**config.mk**
```make
export PLATFORM = sky130hd
export DESIGN_NAME = skew_inbuf_flat
export DESIGN_NICKNAME = d
export VERILOG_FILES = /design/src/rtl/systola_pkg.sv /design/src/rtl/skew_inbuf_if.sv /design/src/rtl/skew_lane_fifo.sv /design/src/rtl/skew_inbuf.sv /design/src/flat_wrapper.sv
export SDC_FILE = /design/constraint.sdc
export NUM_CORES = 1
export LEC_CHECK = 0
export ABC_AREA = 1
export CORE_UTILIZATION = 40
export CTS_BUF_LIST = sky130_fd_sc_hd__clkbuf_2
export CTS_CLUSTER_SIZE = 16
export DETAILED_ROUTE_END_ITERATION = 10
export HOLD_SLACK_MARGIN = 0.06
export PLACE_DENSITY = 0.62
export SYNTH_ARGS = -nofsm -noshare
export SYNTH_HDL_FRONTEND = slang
export SYNTH_SLANG_ARGS = --single-unit
```
**constraint.sdc**
```tcl
create_clock -name clk -period 3.1 [get_ports clk]
set_clock_uncertainty 0.2 [all_clocks]
set_input_delay 0.62 -clock clk [delete_from_list [all_inputs] [get_ports clk]]
set_output_delay 0.62 -clock clk [all_outputs]
set_load 0.01 [all_outputs]
```
**src/rtl/systola_pkg.sv**
```systemverilog
// Shared types and width helpers for the systolic-array feed path.
package systola_pkg;

   localparam int unsigned WORDLEN_DEF = 8;

   typedef logic [WORDLEN_DEF-1:0] lane_word_t;

   function automatic int unsigned ptr_w(input int unsigned depth);
      return (depth < 2) ? 1 : $clog2(depth);
   endfunction

   function automatic int unsigned cnt_w(input int unsigned depth);
      return $clog2(depth + 1);
   endfunction

endpackage

```
**src/rtl/skew_inbuf_if.sv**
```systemverilog
// Push/pop handshake and status bundle for skew_inbuf.
// Optional SKEW_INBUF_ERR_EN adds the sticky ovf_err/udf_err flags.
interface skew_inbuf_if import systola_pkg::*; #(
   parameter int unsigned WORDLEN = WORDLEN_DEF,
   parameter int unsigned LANES   = 4,
   parameter int unsigned DEPTH   = 16
);
   logic                          flush;
   logic                          wr;
   logic                          rd;
   logic                          drain;
   logic [LANES*WORDLEN-1:0]      din;
   logic                          wr_accept;
   logic                          rd_accept;
   logic                          empty;
   logic                          full;
   logic [cnt_w(DEPTH)-1:0]       level;
   logic [LANES*WORDLEN-1:0]      dout;
`ifdef SKEW_INBUF_ERR_EN
   logic                          ovf_err;
   logic                          udf_err;

   modport master (
      output flush, wr, rd, drain, din,
      input  wr_accept, rd_accept, empty, full, level, dout, ovf_err, udf_err
   );
   modport slave (
      input  flush, wr, rd, drain, din,
      output wr_accept, rd_accept, empty, full, level, dout, ovf_err, udf_err
   );
`else
   modport master (
      output flush, wr, rd, drain, din,
      input  wr_accept, rd_accept, empty, full, level, dout
   );
   modport slave (
      input  flush, wr, rd, drain, din,
      output wr_accept, rd_accept, empty, full, level, dout
   );
`endif
endinterface

```
**src/rtl/skew_lane_fifo.sv**
```systemverilog
// One lane of the skew buffer: circular storage with FWFT head and an
// occupancy count that starts at PRELOAD zero words.
module skew_lane_fifo import systola_pkg::*; #(
   parameter int unsigned WORDLEN = WORDLEN_DEF,
   parameter int unsigned DEPTH   = 16,
   parameter int unsigned PRELOAD = 0
) (
   input  logic                    clk,
   input  logic                    rstn,
   input  logic                    flush,
   input  logic                    push,
   input  logic                    pop,
   input  logic [WORDLEN-1:0]      din,
   output logic [WORDLEN-1:0]      dout,
   output logic [cnt_w(DEPTH)-1:0] cnt
);
   localparam int unsigned PW = ptr_w(DEPTH);
   localparam int unsigned CW = cnt_w(DEPTH);

   logic [WORDLEN-1:0] mem_q [DEPTH];
   logic [PW-1:0]      head_q, head_d;
   logic [PW-1:0]      tail_q, tail_d;
   logic [CW-1:0]      cnt_q, cnt_d;
   logic               do_pop;

   function automatic logic [PW-1:0] nxt(input logic [PW-1:0] p);
      return (p == PW'(DEPTH - 1)) ? '0 : p + 1'b1;
   endfunction

   // A pop on an empty lane (drain mode) leaves that lane untouched.
   always_comb begin
      do_pop = pop && (cnt_q != '0);
      head_d = do_pop ? nxt(head_q) : head_q;
      tail_d = push ? nxt(tail_q) : tail_q;
      cnt_d  = cnt_q;
      if (push && !do_pop)
         cnt_d = cnt_q + 1'b1;
      else if (!push && do_pop)
         cnt_d = cnt_q - 1'b1;
   end

   always_ff @(posedge clk) begin
      if (!rstn || flush) begin
         for (int unsigned i = 0; i < DEPTH; i++)
            mem_q[i] <= '0;
         head_q <= '0;
         tail_q <= PW'(PRELOAD);
         cnt_q  <= CW'(PRELOAD);
      end else begin
         if (push)
            mem_q[tail_q] <= din;
         head_q <= head_d;
         tail_q <= tail_d;
         cnt_q  <= cnt_d;
      end
   end

   assign dout = (cnt_q == '0) ? '0 : mem_q[head_q];
   assign cnt  = cnt_q;

endmodule

```
**src/rtl/skew_inbuf.sv**
```systemverilog
// Multi-lane skewed input buffer: lane i starts with i*PAD_STEP zero words.
// Define SKEW_INBUF_ERR_EN to add sticky ovf_err/udf_err outputs.
module skew_inbuf import systola_pkg::*; #(
   parameter int unsigned WORDLEN  = WORDLEN_DEF,
   parameter int unsigned LANES    = 4,
   parameter int unsigned DEPTH    = 16,
   parameter int unsigned PAD_STEP = 1
) (
   input  logic        clk,
   input  logic        rstn,
   skew_inbuf_if.slave bus
);
   localparam int unsigned CW = cnt_w(DEPTH);

   logic [CW-1:0]      cnt      [LANES];
   logic [WORDLEN-1:0] lane_out [LANES];
   logic               empty, full, push, pop;

   // Lanes move in lockstep, so lane 0 is the minimum and the last lane the maximum.
   assign empty = (cnt[0] == '0);
   assign full  = (cnt[LANES-1] == CW'(DEPTH));
   assign pop   = rstn && !bus.flush && bus.rd && (!empty || bus.drain);
   assign push  = rstn && !bus.flush && bus.wr && (!full || pop);

   for (genvar i = 0; i < LANES; i++) begin : g_lane
      skew_lane_fifo #(
         .WORDLEN (WORDLEN),
         .DEPTH   (DEPTH),
         .PRELOAD (i * PAD_STEP)
      ) u_lane (
         .clk   (clk),
         .rstn  (rstn),
         .flush (bus.flush),
         .push  (push),
         .pop   (pop),
         .din   (bus.din[i*WORDLEN +: WORDLEN]),
         .dout  (lane_out[i]),
         .cnt   (cnt[i])
      );
   end

   always_comb begin
      bus.dout = '0;
      for (int unsigned i = 0; i < LANES; i++)
         bus.dout[i*WORDLEN +: WORDLEN] = lane_out[i];
   end

   assign bus.wr_accept = push;
   assign bus.rd_accept = pop;
   assign bus.empty     = empty;
   assign bus.full      = full;
   assign bus.level     = cnt[0];

`ifdef SKEW_INBUF_ERR_EN
   logic ovf_q, udf_q;

   always_ff @(posedge clk) begin
      if (!rstn || bus.flush) begin
         ovf_q <= 1'b0;
         udf_q <= 1'b0;
      end else begin
         if (bus.wr && full && !pop)
            ovf_q <= 1'b1;
         if (bus.rd && empty && !bus.drain)
            udf_q <= 1'b1;
      end
   end

   assign bus.ovf_err = ovf_q;
   assign bus.udf_err = udf_q;
`endif

endmodule

```
**src/flat_wrapper.sv**
```systemverilog
// flat-port wrapper written by rule: the top's interface ports become plain ports
module skew_inbuf_flat import systola_pkg::*;
#(
   parameter int unsigned WORDLEN  = WORDLEN_DEF,
   parameter int unsigned LANES    = 4,
   parameter int unsigned DEPTH    = 16,
   parameter int unsigned PAD_STEP = 1
)
  (clk, rstn, bus_flush, bus_wr, bus_rd, bus_drain, bus_din, bus_wr_accept, bus_rd_accept, bus_empty, bus_full, bus_level, bus_dout);
  skew_inbuf_if #(.WORDLEN(WORDLEN), .LANES(LANES), .DEPTH(DEPTH)) bus_i ();
  input  logic clk;
  input  logic rstn;
  input wire logic [$bits(bus_i.flush)-1:0] bus_flush;
  input wire logic [$bits(bus_i.wr)-1:0] bus_wr;
  input wire logic [$bits(bus_i.rd)-1:0] bus_rd;
  input wire logic [$bits(bus_i.drain)-1:0] bus_drain;
  input wire logic [$bits(bus_i.din)-1:0] bus_din;
  output wire logic [$bits(bus_i.wr_accept)-1:0] bus_wr_accept;
  output wire logic [$bits(bus_i.rd_accept)-1:0] bus_rd_accept;
  output wire logic [$bits(bus_i.empty)-1:0] bus_empty;
  output wire logic [$bits(bus_i.full)-1:0] bus_full;
  output wire logic [$bits(bus_i.level)-1:0] bus_level;
  output wire logic [$bits(bus_i.dout)-1:0] bus_dout;
  assign bus_i.flush = bus_flush;
  assign bus_i.wr = bus_wr;
  assign bus_i.rd = bus_rd;
  assign bus_i.drain = bus_drain;
  assign bus_i.din = bus_din;
  assign bus_wr_accept = bus_i.wr_accept;
  assign bus_rd_accept = bus_i.rd_accept;
  assign bus_empty = bus_i.empty;
  assign bus_full = bus_i.full;
  assign bus_level = bus_i.level;
  assign bus_dout = bus_i.dout;
  skew_inbuf #(.WORDLEN(WORDLEN), .LANES(LANES), .DEPTH(DEPTH), .PAD_STEP(PAD_STEP)) u_core (.clk(clk), .rstn(rstn), .bus(bus_i));
endmodule
```
Word level (Yosys, flattened, before mapping)
Memories as Yosys holds them, arrays and structs flattened. A register that Yosys moved wholly into a read port is not among the register bits. Index checks and enable logic that the tools add are counted.

Output and inout port bits: 41. Word-level logic and storage cells: 131. Input bits: 38. Memories: 4. Register bits: 52. RAM bits: 512.

Memories: u_core.g_lane[0].u_lane.mem_q (words 16, width 8, rd ports 1, clocked after Yosys merged registers in 1, write ports 16, line skew_lane_fifo.sv:20) `logic [WORDLEN-1:0] mem_q [DEPTH];`; u_core.g_lane[1].u_lane.mem_q (words 16, width 8, rd ports 1, clocked after Yosys merged registers in 1, write ports 16, line skew_lane_fifo.sv:20); u_core.g_lane[2].u_lane.mem_q (words 16, width 8, rd ports 1, clocked after Yosys merged registers in 1, write ports 16, line skew_lane_fifo.sv:20); u_core.g_lane[3].u_lane.mem_q (words 16, width 8, rd ports 1, clocked after Yosys merged registers in 1, write ports 16, line skew_lane_fifo.sv:20).

Reduce and logical (&&, ||, !) cells: 45. Eq/ne operators: 9. Multiplexer cells: 45. Add/sub/neg operators: 16.

Operator list (number): $mux W4 (20); $mux W8 (8); $mux W5 (8); $add A4 B1 Y4 const B (8); $eq A4 B4 Y1 const B (8); $reduce_or A8 Y1 (4); $add A5 B1 Y5 const B (4); $logic_not A5 Y1 (4); $reduce_bool A5 Y1 (4); $sub A5 B1 Y5 const B (4); $logic_and A1 B1 Y1 (17); $logic_not A1 Y1 (9); $mux W1 (9); $reduce_bool A2 Y1 (4); $eq A5 B5 Y1 const B (1); $logic_or A1 B1 Y1 (3).

Depth between registers and ports, before layout
Word-level depth: 11. Mapped depth: 17. Gate-level depth less buffers: 17.

By module
From an unflattened synthesis, not the netlist that was laid out.

Cell total of the unflattened synthesis: 2887. Area total of the unflattened synthesis: 27402.5 sq um.

By module, submodules not included: skew_lane_fifo at u_core.g_lane[0].u_lane (cells an instance 721, instances 1, area an instance 6900.4 sq um); skew_lane_fifo at u_core.g_lane[3].u_lane (cells an instance 715, instances 1, area an instance 6862.8 sq um); skew_lane_fifo at u_core.g_lane[1].u_lane (cells an instance 721, instances 1, area an instance 6785.3 sq um); skew_lane_fifo at u_core.g_lane[2].u_lane (cells an instance 715, instances 1, area an instance 6771.5 sq um); skew_inbuf (cells an instance 15, instances 1, area an instance 82.6 sq um).

Least setup slack after synthesis
Ideal clock, no wire load.

Path kind: input-to-reg. Start point: input port bus_flush. End point: register u_core.g_lane[2].u_lane.cnt_q[4]. Setup slack: 0.360 ns. Path buffers: 0. Arrival time: 2.408 ns. Library setup time: 0.131 ns. Cell stages on the path: 16. Cell sequence: inv_1 -> nand2_4 -> nor2_8 -> nand2_4 -> nand2_4 -> nand2_2 -> inv_2 -> ha_1 -> inv_1 -> fa_1 -> a21oi_1 -> nor2_1 -> o21bai_1 -> nand2_1 -> nand2_1 -> a21oi_1.

Word-level cells in the longest chain between the ends: 9. Elaborated cells on any way between the ends: 15. Classes of those cells: mux: 1; reduce/logical: 14.

Ends and longest elaborated chain: start, declared (line flat_wrapper.sv:13) `input wire logic [$bits(bus_i.flush)-1:0] bus_flush;`; $logic_not A1 Y1 (*) (line skew_inbuf.sv:22, skew_inbuf.sv:23); $logic_and A1 B1 Y1 (*) (line skew_inbuf.sv:22, skew_inbuf.sv:23); $logic_and A1 B1 Y1 (2 in a row) (line skew_inbuf.sv:22) `assign pop = rstn && !bus.flush && bus.rd && (!empty || bus.drain);`; $logic_or A1 B1 Y1 (line skew_inbuf.sv:23) `assign push = rstn && !bus.flush && bus.wr && (!full || pop);`; $logic_and A1 B1 Y1 (*) (line skew_inbuf.sv:23); net bus_wr_accept (line flat_wrapper.sv:18) `output wire logic [$bits(bus_i.wr_accept)-1:0] bus_wr_accept;`; $logic_not A1 Y1 (line skew_lane_fifo.sv:38) `else if (!push && do_pop)`; $logic_and A1 B1 Y1 (line skew_lane_fifo.sv:38); $reduce_bool A2 Y1 (no line); end signal, assigned (line skew_lane_fifo.sv:48) `cnt_q <= CW'(PRELOAD);`; end signal, assigned (line skew_lane_fifo.sv:54) `cnt_q <= cnt_d;`; end, declared (line skew_lane_fifo.sv:23) `logic [CW-1:0] cnt_q, cnt_d;`.

Mark *: on every way through the listed nets, which the timed path passes. The rest lies on a longest branch. A chain may end at the register's enable or synchronous reset.

==> metrics.cfg <==
[status]
status=complete, but fails checks
violations=setup timing

[finish]
layout_commonest_cell=nand2_1
area_growth_pct=28.6
fin_area_um2=36100
drive_gt1_frac=0.343
final_cell_mix=nand2_1, nor2_1, edfxtp_1
nets=3368

[power]
p_total_mw=15.3
power_density_nw_per_um2=424
p_leak_nw=14.9
peakVddDrop_v=0.000241

[floorplan]
io_pins=79
core_area_um2=69100
design.die.area_um2=71300
rows=96
initial_core_util=0.407
die_x_um=267
die_h_um=267

[timing]
rsz0062_at_grt=yes
min_period_ns=3.64
layout_setup_ws_ns=-0.542
setup_viol=35
hold_violations=0
tightest_slew_ns=0.905
max_slew_margin=0.397
fmax_mhz=275
final_max_slew_viol_count=0
timing.final.crit_share=1.17

[route]
dr.pass1.iters=5
drt_wl_total_um=81800
num_vias=22700
drc=0
via_per_inst=5.26
drt_iter0_drc=1746
wire_per_inst_um=18.9
ant_nets=0

[setup_path]
end_kind=output port
critPathMaxFanout=8
critPathKind=reg -> out
cp-start-kind=flop
r2r_cells=17
slowest_stage=dfxtp_4
crit_chain=inv_12 > buf_12 > buf_16 > nand2_2 > nand3_2 > nand3_2 > nand2_2 > nand2_2 > a21oi_2 > buf_2
regToRegStartpoint=u_core.g_lane[0].u_lane.cnt[1]
path_common_cell=nand2_2
arrival_ns=2.82
max_stage_delay_ns=0.43
required_ns=2.28

[logic_synthesis]
synthesis.nets=2971
synth_top_area_frac=0.548
synth_area_um2=28100
synthFlopType=edfxtp_1
async_flop_share=0
yosysSeqAreaShare=0.596
synthCells=2891
yosysTopAreaCell=edfxtp_1
yosysWarnings=0
synth_area_leaders=edfxtp_1, nand2_1, nand3_1
ys_ff_latch=580
synth_edf_count=512
yosysUniqueCellTypes=33
synth.avg_cell_area_um2=9.71

[min_path]
min_from=bus_din[31]
hold_depth=3
hold_class=in -> reg

[clocking]
clock_sinks=580
cts.clk_slew.worst_paths_ns=0.10
cts_buffers=147
cts_tree=done
cts-root-buf=clkbuf_2
clkLatencyLatePin_ns=1.33
cts-htree-levels=4
clockBufferDepth=3

[place]
place_congestion=0.887
portBuffers=78
placedInstanceArea_um2=31000
dp_hpwl_um=48400

[global_routing]
grt_pass1_vias=22700
grt_antenna_before_repair=1
grt_pass1_wl_um=123000
grtUsageTotal=0.226
overflow=0
grt_max_degree=42

[run]
maxCapViolCount=0

[where the power goes]
part           switching [mW]  internal, mW
Combinational           0.931         0.567
Sequential              0.136          8.76
Clock                    3.08          1.82
[per-layer routing]
layer	GRT usage	wire [µm]	vias to the layer above
li1	-	-	10600
met1	0.277	32100	11000
met2	0.382	41100	979
met3	0.0497	5920	192
met4	0.100	2660	0
met5	0	0	-
[kinds of logic (layout without fill, tap and decap cells)]
group	Yosys count	after routing	synth area share
AO/OA/AOI/OAI	108	108	0.0196
AND/OR/NAND/NOR	1839	1839	0.309
flip-flops	580	580	0.596
XOR/XNOR	24	24	0.00749
adder cells (fa/ha/maj)	42	42	0.0198
other	0	1	0
buffers and inverters	298	797	0.0483
[synthesized netlist by cell type (all sizes together), types with 2 or more instances]
library cell    n
dfxtp          68
a21boi          2
o21ai          29
ha             38
nand3         427
buf            66
or2             2
nor2          559
a21oi          75
nand4          67
fa              4
xor2           16
xnor2           8
clkbuf        105
clkinv          2
edfxtp        512
inv           125
nand2         784
[state kept, by name, indices dropped and copies added, names as in the netlist, named ones only]
signal,count
u_core.g_lane.u_lane.cnt,20
u_core.g_lane.u_lane.mem_q,512
u_core.g_lane.u_lane.head_q,16
u_core.g_lane.u_lane.tail_q,16
[metrics by stage]
step | setup slack (ns) | utilization | instances | setup TNS [ns] | hold slack (ns)
after global placement | -0.218 | 0.450 | 3959 | -1.07 | 0.274
after detailed placement | -0.264 | 0.450 | 3959 | -2.02 | 0.287
after floorplan | 0.360 | - | 2891 | 0 | 0.238
after global routing | -0.719 | 0.523 | 4322 | -22.80 | 0.0878
final | -0.542 | 0.523 | 4322 | -15.89 | 0.182
after CTS | -0.681 | 0.501 | 4299 | -20.69 | 0.0627
[worst max-delay path: cells and delay by family (launching register included)]
kind	cells	cell delay [ns]
buffers and inverters	4	0.57
AOI/OAI and AO/OA	1	0.16
DFF	1	0.43
and+or+nand+nor	5	0.38
[layout make-up]
cell class | count | area [µm²]
sequential | 580 | 16800
antenna | 1 | 2.50
clock inverter | 38 | 151
clock buffer | 213 | 1070
timing repair inverter | 1 | 8.76
fill | 6029 | 33000
timing repair buffer | 418 | 4300
multi-input combinational | 2013 | 12100
inverter | 127 | 554
tap | 931 | 1160
[final timing paths]
path                                               end  slack, ns
setup / recovery                          bus_dout[17]      -0.54
hold / removal    u_core.g_lane[3].u_lane.mem_q[12][7]       0.18
setup reg to reg        u_core.g_lane[1].u_lane.cnt[4]       0.10
hold reg to reg         u_core.g_lane[2].u_lane.cnt[4]       0.30
[timing repair]
| action | 4_1_cts | 5_1_grt |
|---|---|---|
| hold buffers | 34 | 0 |
| gates resized for setup | 481 | 309 |
| setup buffers | 32 | 14 |
| endpoints found under the setup margin | 41 | 38 |
| pin swaps | 99 | 141 |
| gates cloned | 23 | 12 |
| endpoints found under the hold margin | 507 | 0 |
Note: power is estimated with default switching activity, not from simulation.
